File: src/rtl/ttl_ctrl_pkg.sv
// ttl_ctrl_pkg
//   Shared types and constants for controllers that drive discrete
//   74-series TTL parts (counters, registers) over active-low strobes.
//   - state_t : sequencer state encoding
//   - op_t    : operation selected by a request arbiter
//   - ACTIVE_LOW_ON / ACTIVE_LOW_OFF : asserted / idle level of a _n pin
package ttl_ctrl_pkg;

  typedef enum logic [2:0] {
    S_IDLE,
    S_SETUP,
    S_ISSUE,
    S_SETTLE,
    S_ACK
  } state_t;

  typedef enum logic [1:0] {
    OP_LOAD,
    OP_INC,
    OP_DEC
  } op_t;

  localparam logic ACTIVE_LOW_ON  = 1'b0;
  localparam logic ACTIVE_LOW_OFF = 1'b1;

endpackage

File: src/rtl/settle_timer.sv
// settle_timer
//   4-bit down-counter used to wait for ripple-carry / bus settling after
//   a strobe to a TTL part.
//   Ports:
//     clock  in   system clock, rising edge
//     reset  in   synchronous, active-high; clears the count
//     start  in   load the count with len
//     len    in   4-bit count loaded on start
//     done   out  high while the count is zero
//   After a start with len = N, done goes high N cycles later and stays
//   high until the next start.
module settle_timer (
  input  logic       clock,
  input  logic       reset,
  input  logic       start,
  input  logic [3:0] len,
  output logic       done
);

  logic [3:0] count;

  always_ff @(posedge clock) begin
    if (reset) begin
      count <= '0;
    end else if (start) begin
      count <= len;
    end else if (count != '0) begin
      count <= count - 4'd1;
    end
  end

  assign done = (count == '0);

endmodule

File: src/rtl/counter_seq_ctrl.sv
// counter_seq_ctrl
//   Arbitrates load / increment / decrement requests onto one cascaded
//   74x169-style up/down counter. Checks limits and terminal count before
//   touching the counter, pulses exactly one strobe per accepted request,
//   waits SETTLE cycles for ripple carry, then answers with a 4-phase ack.
//   Parameters:
//     WIDTH    counter width in bits (multiple of 4)
//     LIMIT_HI highest legal value; increment refused here
//     LIMIT_LO lowest legal value; decrement refused here
//     SETTLE   settle cycles after the update (0..15)
//   Ports:
//     clock, reset              clock, synchronous active-high reset
//     load_req, load_val        parallel-load request and value
//     inc_req, dec_req          count up / count down requests
//     ack, err, busy            handshake ack, refusal flag, not-idle
//     cnt_q, cnt_rco_n          counter value and ripple-carry-out (low = TC)
//     cnt_load_n, cnt_ud        counter load strobe, direction (1 = up)
//     cnt_ent_n, cnt_enp_n      counter enables, active low
//     cnt_d                     counter parallel data
module counter_seq_ctrl
  import ttl_ctrl_pkg::*;
#(
  parameter int unsigned         WIDTH    = 8,
  parameter logic [WIDTH-1:0]    LIMIT_HI = '1,
  parameter logic [WIDTH-1:0]    LIMIT_LO = '0,
  parameter int unsigned         SETTLE   = 1
) (
  input  logic             clock,
  input  logic             reset,
  input  logic             load_req,
  input  logic [WIDTH-1:0] load_val,
  input  logic             inc_req,
  input  logic             dec_req,
  output logic             ack,
  output logic             err,
  output logic             busy,
  input  logic [WIDTH-1:0] cnt_q,
  input  logic             cnt_rco_n,
  output logic             cnt_load_n,
  output logic             cnt_ud,
  output logic             cnt_ent_n,
  output logic             cnt_enp_n,
  output logic [WIDTH-1:0] cnt_d
);

  // The timer reports done N cycles after start with len = N; starting it
  // on the ISSUE cycle with SETTLE-1 makes the SETTLE state last exactly
  // SETTLE cycles.
  localparam logic [3:0] SETTLE_LEN = (SETTLE == 0) ? 4'd0 : 4'(SETTLE - 1);

  state_t state;
  op_t    op;
  logic   illegal;
  logic   win_req;
  logic   timer_start;
  logic   timer_done;

  settle_timer u_settle_timer (
    .clock (clock),
    .reset (reset),
    .start (timer_start),
    .len   (SETTLE_LEN),
    .done  (timer_done)
  );

  assign timer_start = (state == S_ISSUE);

  // Legality is judged in SETUP, one cycle after cnt_ud changed, so
  // cnt_rco_n already reflects the direction of the pending count.
  // For a load, cnt_d holds the value latched at acceptance.
  always_comb begin
    illegal = 1'b0;
    case (op)
      OP_INC:  illegal = (cnt_q >= LIMIT_HI) || (cnt_rco_n == ACTIVE_LOW_ON);
      OP_DEC:  illegal = (cnt_q <= LIMIT_LO) || (cnt_rco_n == ACTIVE_LOW_ON);
      OP_LOAD: illegal = (cnt_d < LIMIT_LO) || (cnt_d > LIMIT_HI);
      default: illegal = 1'b1;
    endcase
  end

  // Only the request that won arbitration releases the ack.
  always_comb begin
    win_req = 1'b0;
    case (op)
      OP_LOAD: win_req = load_req;
      OP_INC:  win_req = inc_req;
      OP_DEC:  win_req = dec_req;
      default: win_req = 1'b0;
    endcase
  end

  always_ff @(posedge clock) begin
    if (reset) begin
      state      <= S_IDLE;
      op         <= OP_INC;
      ack        <= 1'b0;
      err        <= 1'b0;
      busy       <= 1'b0;
      cnt_load_n <= ACTIVE_LOW_OFF;
      cnt_ent_n  <= ACTIVE_LOW_OFF;
      cnt_enp_n  <= ACTIVE_LOW_OFF;
      cnt_ud     <= 1'b1;
      cnt_d      <= '0;
    end else begin
      case (state)
        S_IDLE: begin
          if (load_req) begin
            op    <= OP_LOAD;
            cnt_d <= load_val;
            busy  <= 1'b1;
            state <= S_SETUP;
          end else if (dec_req) begin
            op     <= OP_DEC;
            cnt_ud <= 1'b0;
            busy   <= 1'b1;
            state  <= S_SETUP;
          end else if (inc_req) begin
            op     <= OP_INC;
            cnt_ud <= 1'b1;
            busy   <= 1'b1;
            state  <= S_SETUP;
          end
        end

        S_SETUP: begin
          if (illegal) begin
            err   <= 1'b1;
            ack   <= 1'b1;
            state <= S_ACK;
          end else begin
            if (op == OP_LOAD) begin
              cnt_load_n <= ACTIVE_LOW_ON;
            end else begin
              cnt_ent_n <= ACTIVE_LOW_ON;
              cnt_enp_n <= ACTIVE_LOW_ON;
            end
            state <= S_ISSUE;
          end
        end

        S_ISSUE: begin
          // The counter takes its update on this edge; strobes end here.
          cnt_load_n <= ACTIVE_LOW_OFF;
          cnt_ent_n  <= ACTIVE_LOW_OFF;
          cnt_enp_n  <= ACTIVE_LOW_OFF;
          if (SETTLE == 0) begin
            ack   <= 1'b1;
            state <= S_ACK;
          end else begin
            state <= S_SETTLE;
          end
        end

        S_SETTLE: begin
          if (timer_done) begin
            ack   <= 1'b1;
            state <= S_ACK;
          end
        end

        S_ACK: begin
          if (!win_req) begin
            ack   <= 1'b0;
            err   <= 1'b0;
            busy  <= 1'b0;
            state <= S_IDLE;
          end
        end

        default: begin
          cnt_load_n <= ACTIVE_LOW_OFF;
          cnt_ent_n  <= ACTIVE_LOW_OFF;
          cnt_enp_n  <= ACTIVE_LOW_OFF;
          ack        <= 1'b0;
          err        <= 1'b0;
          busy       <= 1'b0;
          state      <= S_IDLE;
        end
      endcase
    end
  end

endmodule

File: config.mk
export PLATFORM = sky130hd
export DESIGN_NAME = counter_seq_ctrl
export DESIGN_NICKNAME = d
export VERILOG_FILES = /design/src/rtl/ttl_ctrl_pkg.sv /design/src/rtl/settle_timer.sv /design/src/rtl/counter_seq_ctrl.sv
export SDC_FILE = /design/constraint.sdc
export NUM_CORES = 1
export LEC_CHECK = 0
export ABC_AREA = 1
export ABC_CLOCK_PERIOD_IN_PS = 1700
export CAP_MARGIN = 20
export CORE_UTILIZATION = 46
export DETAILED_ROUTE_END_ITERATION = 8
export PLACE_DENSITY_LB_ADDON = 0.12
export SETUP_SLACK_MARGIN = 0.05
export SYNTH_ARGS = -nofsm -noshare
export SYNTH_HDL_FRONTEND = slang
export SYNTH_HIERARCHICAL = 1
export SYNTH_SLANG_ARGS = --single-unit
File: constraint.sdc
create_clock -name clock -period 1.7 [get_ports clock]
set_input_delay 0.425 -clock clock [delete_from_list [all_inputs] [get_ports clock]]
set_output_delay 0.425 -clock clock [all_outputs]
set_load 0.02 [all_outputs]
==> impl_metrics.json, run 1 <==
{
  "outcome": "finished clean",
  "worstReg2RegStart": "op[1]",
  "setup_viol": 0,
  "die_width_um": 54.16,
  "synthCells": 184,
  "finalSetupTns_ns": 0,
  "yosysSeqAreaShare_pct": 36.80,
  "num_vias": 1335,
  "drtPass1Iterations": 4,
  "track_usage_pct": 22.63,
  "grt_util_met3_pct": 3.955,
  "drt_iter0_drc": 26,
  "yosysUniqueCellTypes": 29,
  "grt.overflow.total": 0,
  "grt_max_degree": 14,
  "crit_required_ns": 1.92,
  "die_h_um": 54.16,
  "achievable-frequency_mhz": 653.4,
  "met1_usage_pct": 25.38,
  "worst-endpoint-arrival_ns": 1.75,
  "fp.coreArea_mm2": 0.002522,
  "grt_busiest_layer": "met2",
  "finalWorstPathRequiredPeriod_ns": 1.531,
  "slew_viol_final": 0,
  "use_met2_pct": 42.07,
  "dp_hpwl_um": 2387,
  "pin_count": 37,
  "clk_latency_ns": 0.31,
  "clock_skew_ns": 0.008412,
  "crit_start": "op[1]",
  "viasPerCell": 5.135,
  "min_period_over_period_pct": 90.03,
  "cts_num_sinks": 23,
  "pre_cts_ws_ns": -0.09435,
  "wl_per_cell_um": 11.67,
  "layout.cells.most_common": "nand2_1",
  "cts_inserted_buffers": 3,
  "multi_input_comb_area_um2": 695.7,
  "cts_tree": "built",
  "reg2reg_slack_ns": 0.17,
  "portBuffers": 36,
  "hold_violations": 0,
  "layout_common_cells": "nand2_1 (48), nor2_1 (22), dfxtp_1 (22), clkdlybuf4s50_1 (21), inv_1 (19)",
  "synth_flop_cell": "dfxtp_1",
  "placed_area_mm2": 0.001687,
  "yosysWarnings": 6,
  "antenna_left": 0,
  "clockBufferDepth": 2,
  "ir_drop_v": 0.0007670,
  "cts_root_buffer": "clkbuf_4",
  "nets": 258,
  "grt_pass1_vias": 1217,
  "cp-end-kind": "flop",
  "fillers": 234,
  "clk_pin_slew_ns": 0.14,
  "cp-start-kind": "flop",
  "powerDensity_mw_per_mm2": 1334,
  "dieArea_mm2": 0.002933,
  "htree_levels": 1,
  "utilization_pct": 67.36,
  "initial_utilization_pct": 49.60,
  "grt_first_pass_wirelength_um": 4830,
  "syn_to_final_growth_pct": 35.80,
  "total_power_mw": 2.267,
  "rsz0062_at_grt": "false",
  "final_area_mm2": 0.001699,
  "drive_gt1_share_pct": 12.17,
  "syn_area_mm2": 0.001251,
  "drv_cap": 0,
  "num_rows": 18,
  "path_max_fanout": 4,
  "ys_ff_latch": 23,
  "synth_edf_count": 0,
  "seq_area_um2": 461.7,
  "avgSynthCellArea_um2": 6.800,
  "antenna_cells": 0,
  "gp_congestion": 0.8271,
  "hold_buffers": 0,
  "post_cts_buffers": 0,
  "drc": 0,
  "hp-start": "cnt_load_n",
  "routed_wl_um": 3033,
  "p_leak_nw": 0.8070,
  "layout_setup_ws_ns": 0.1695,
  "synthArstFlopShare_pct": 0,
  "antenna_found_initial": 0,
  "path_class": "reg2reg",
  "hold_path.class": "reg2reg"
}
final timing paths:
check,to,cells past startpoint
hold / removal,cnt_load_n,2
setup reg to reg,cnt_enp_n,7
setup / recovery,cnt_enp_n,7
hold reg to reg,cnt_load_n,2
kinds of logic after synthesis:
kind of cell             Yosys count  synth area share [%]
AO/OA/AOI/OAI                     25                 11.60
AND/OR/NAND/NOR                  104                 37.60
flip-flops                        23                 36.80
other                              1                0.2997
buffers and inverters             26                 8.700
adder cells (fa/ha/maj)            5                 5.000
registers in the layout, summed over array words and instances, names as in the netlist:
| signal | flops |
|---|---|
| cnt_d | 8 |
| u_settle_timer/count | 4 |
| state | 3 |
| op | 2 |
| ack | 1 |
| busy | 1 |
| cnt_enp_n | 1 |
| cnt_load_n | 1 |
| cnt_ud | 1 |
| err | 1 |
cells in the mapped netlist (2+ instances only):
| master | instances | area, um^2 |
|---|---|---|
| nand3b_1 | 2 | 15.01 |
| nand3_2 | 2 | 20.02 |
| nand3_1 | 18 | 90.09 |
| nand2_2 | 2 | 12.51 |
| nand2_1 | 48 | 180.2 |
| nand4_1 | 2 | 12.51 |
| dfxtp_1 | 23 | 460.4 |
| nor2_1 | 22 | 82.58 |
| a21oi_1 | 18 | 90.09 |
| inv_2 | 3 | 11.26 |
| inv_1 | 19 | 71.32 |
| o21ai_0 | 2 | 10.01 |
| or2_2 | 2 | 12.51 |
| ha_1 | 5 | 62.56 |
| clkbuf_1 | 2 | 7.510 |
power breakdown:
| group | switching (mW) | internal (mW) |
|---|---|---|
| registers | 0.118 | 0.694 |
| logic | 0.713 | 0.485 |
| clock network | 0.170 | 0.0878 |
stage by stage:
stage	cells	hold WS, ns
6_report	260	0.4603
4_1_cts	260	0.4608
2_1_floorplan	187	0.4660
3_5_place_dp	256	0.4444
3_3_place_gp	256	0.4291
5_1_grt	260	0.4801
final cells by class:
class / instances / area share (%)
repair buffers: 43 / 23.20
clock buffers: 3 / 1.325
clock inverters: 1 / 0.2946
flip-flops and latches: 23 / 27.17
inverters: 22 / 4.860
well taps: 30 / 2.209
multi-input cells: 138 / 40.94
metal layers:
metal / wire length [um] / vias up / part of all wire [%]
li1: - / 677 / -
met2: 1589 / 30 / 52
met1: 1273 / 624 / 42
met3: 142 / 4 / 4.7
met5: 0 / - / 0
met4: 29 / 0 / 0.96
critical path: stages (launching register included):
cell	delay, ns
dfxtp_1	0.41
inv_1	0.08
ha_1	0.31
or2_2	0.31
nand3_1	0.13
nand3_1	0.09
nand2_1	0.06
nand2_1	0.05
repair_timing:
item                       CTS  global route
setup endpoints to repair   15             4
resized for setup           15             2
gates cloned                 0             0
(Power assumes the default switching activity.)
==> run 2: changes to the inputs <==
CAP_MARGIN = 25   (was 20)
==> results of run 2 <==
Same layout as run 1: the final DEF is identical, and so are final timing and power.
==> run 3: changes to the inputs <==
CTS_CLUSTER_DIAMETER = 100   (was unset)
==> results of run 3 <==
Same layout as run 1: the final DEF is identical, and so are final timing and power.
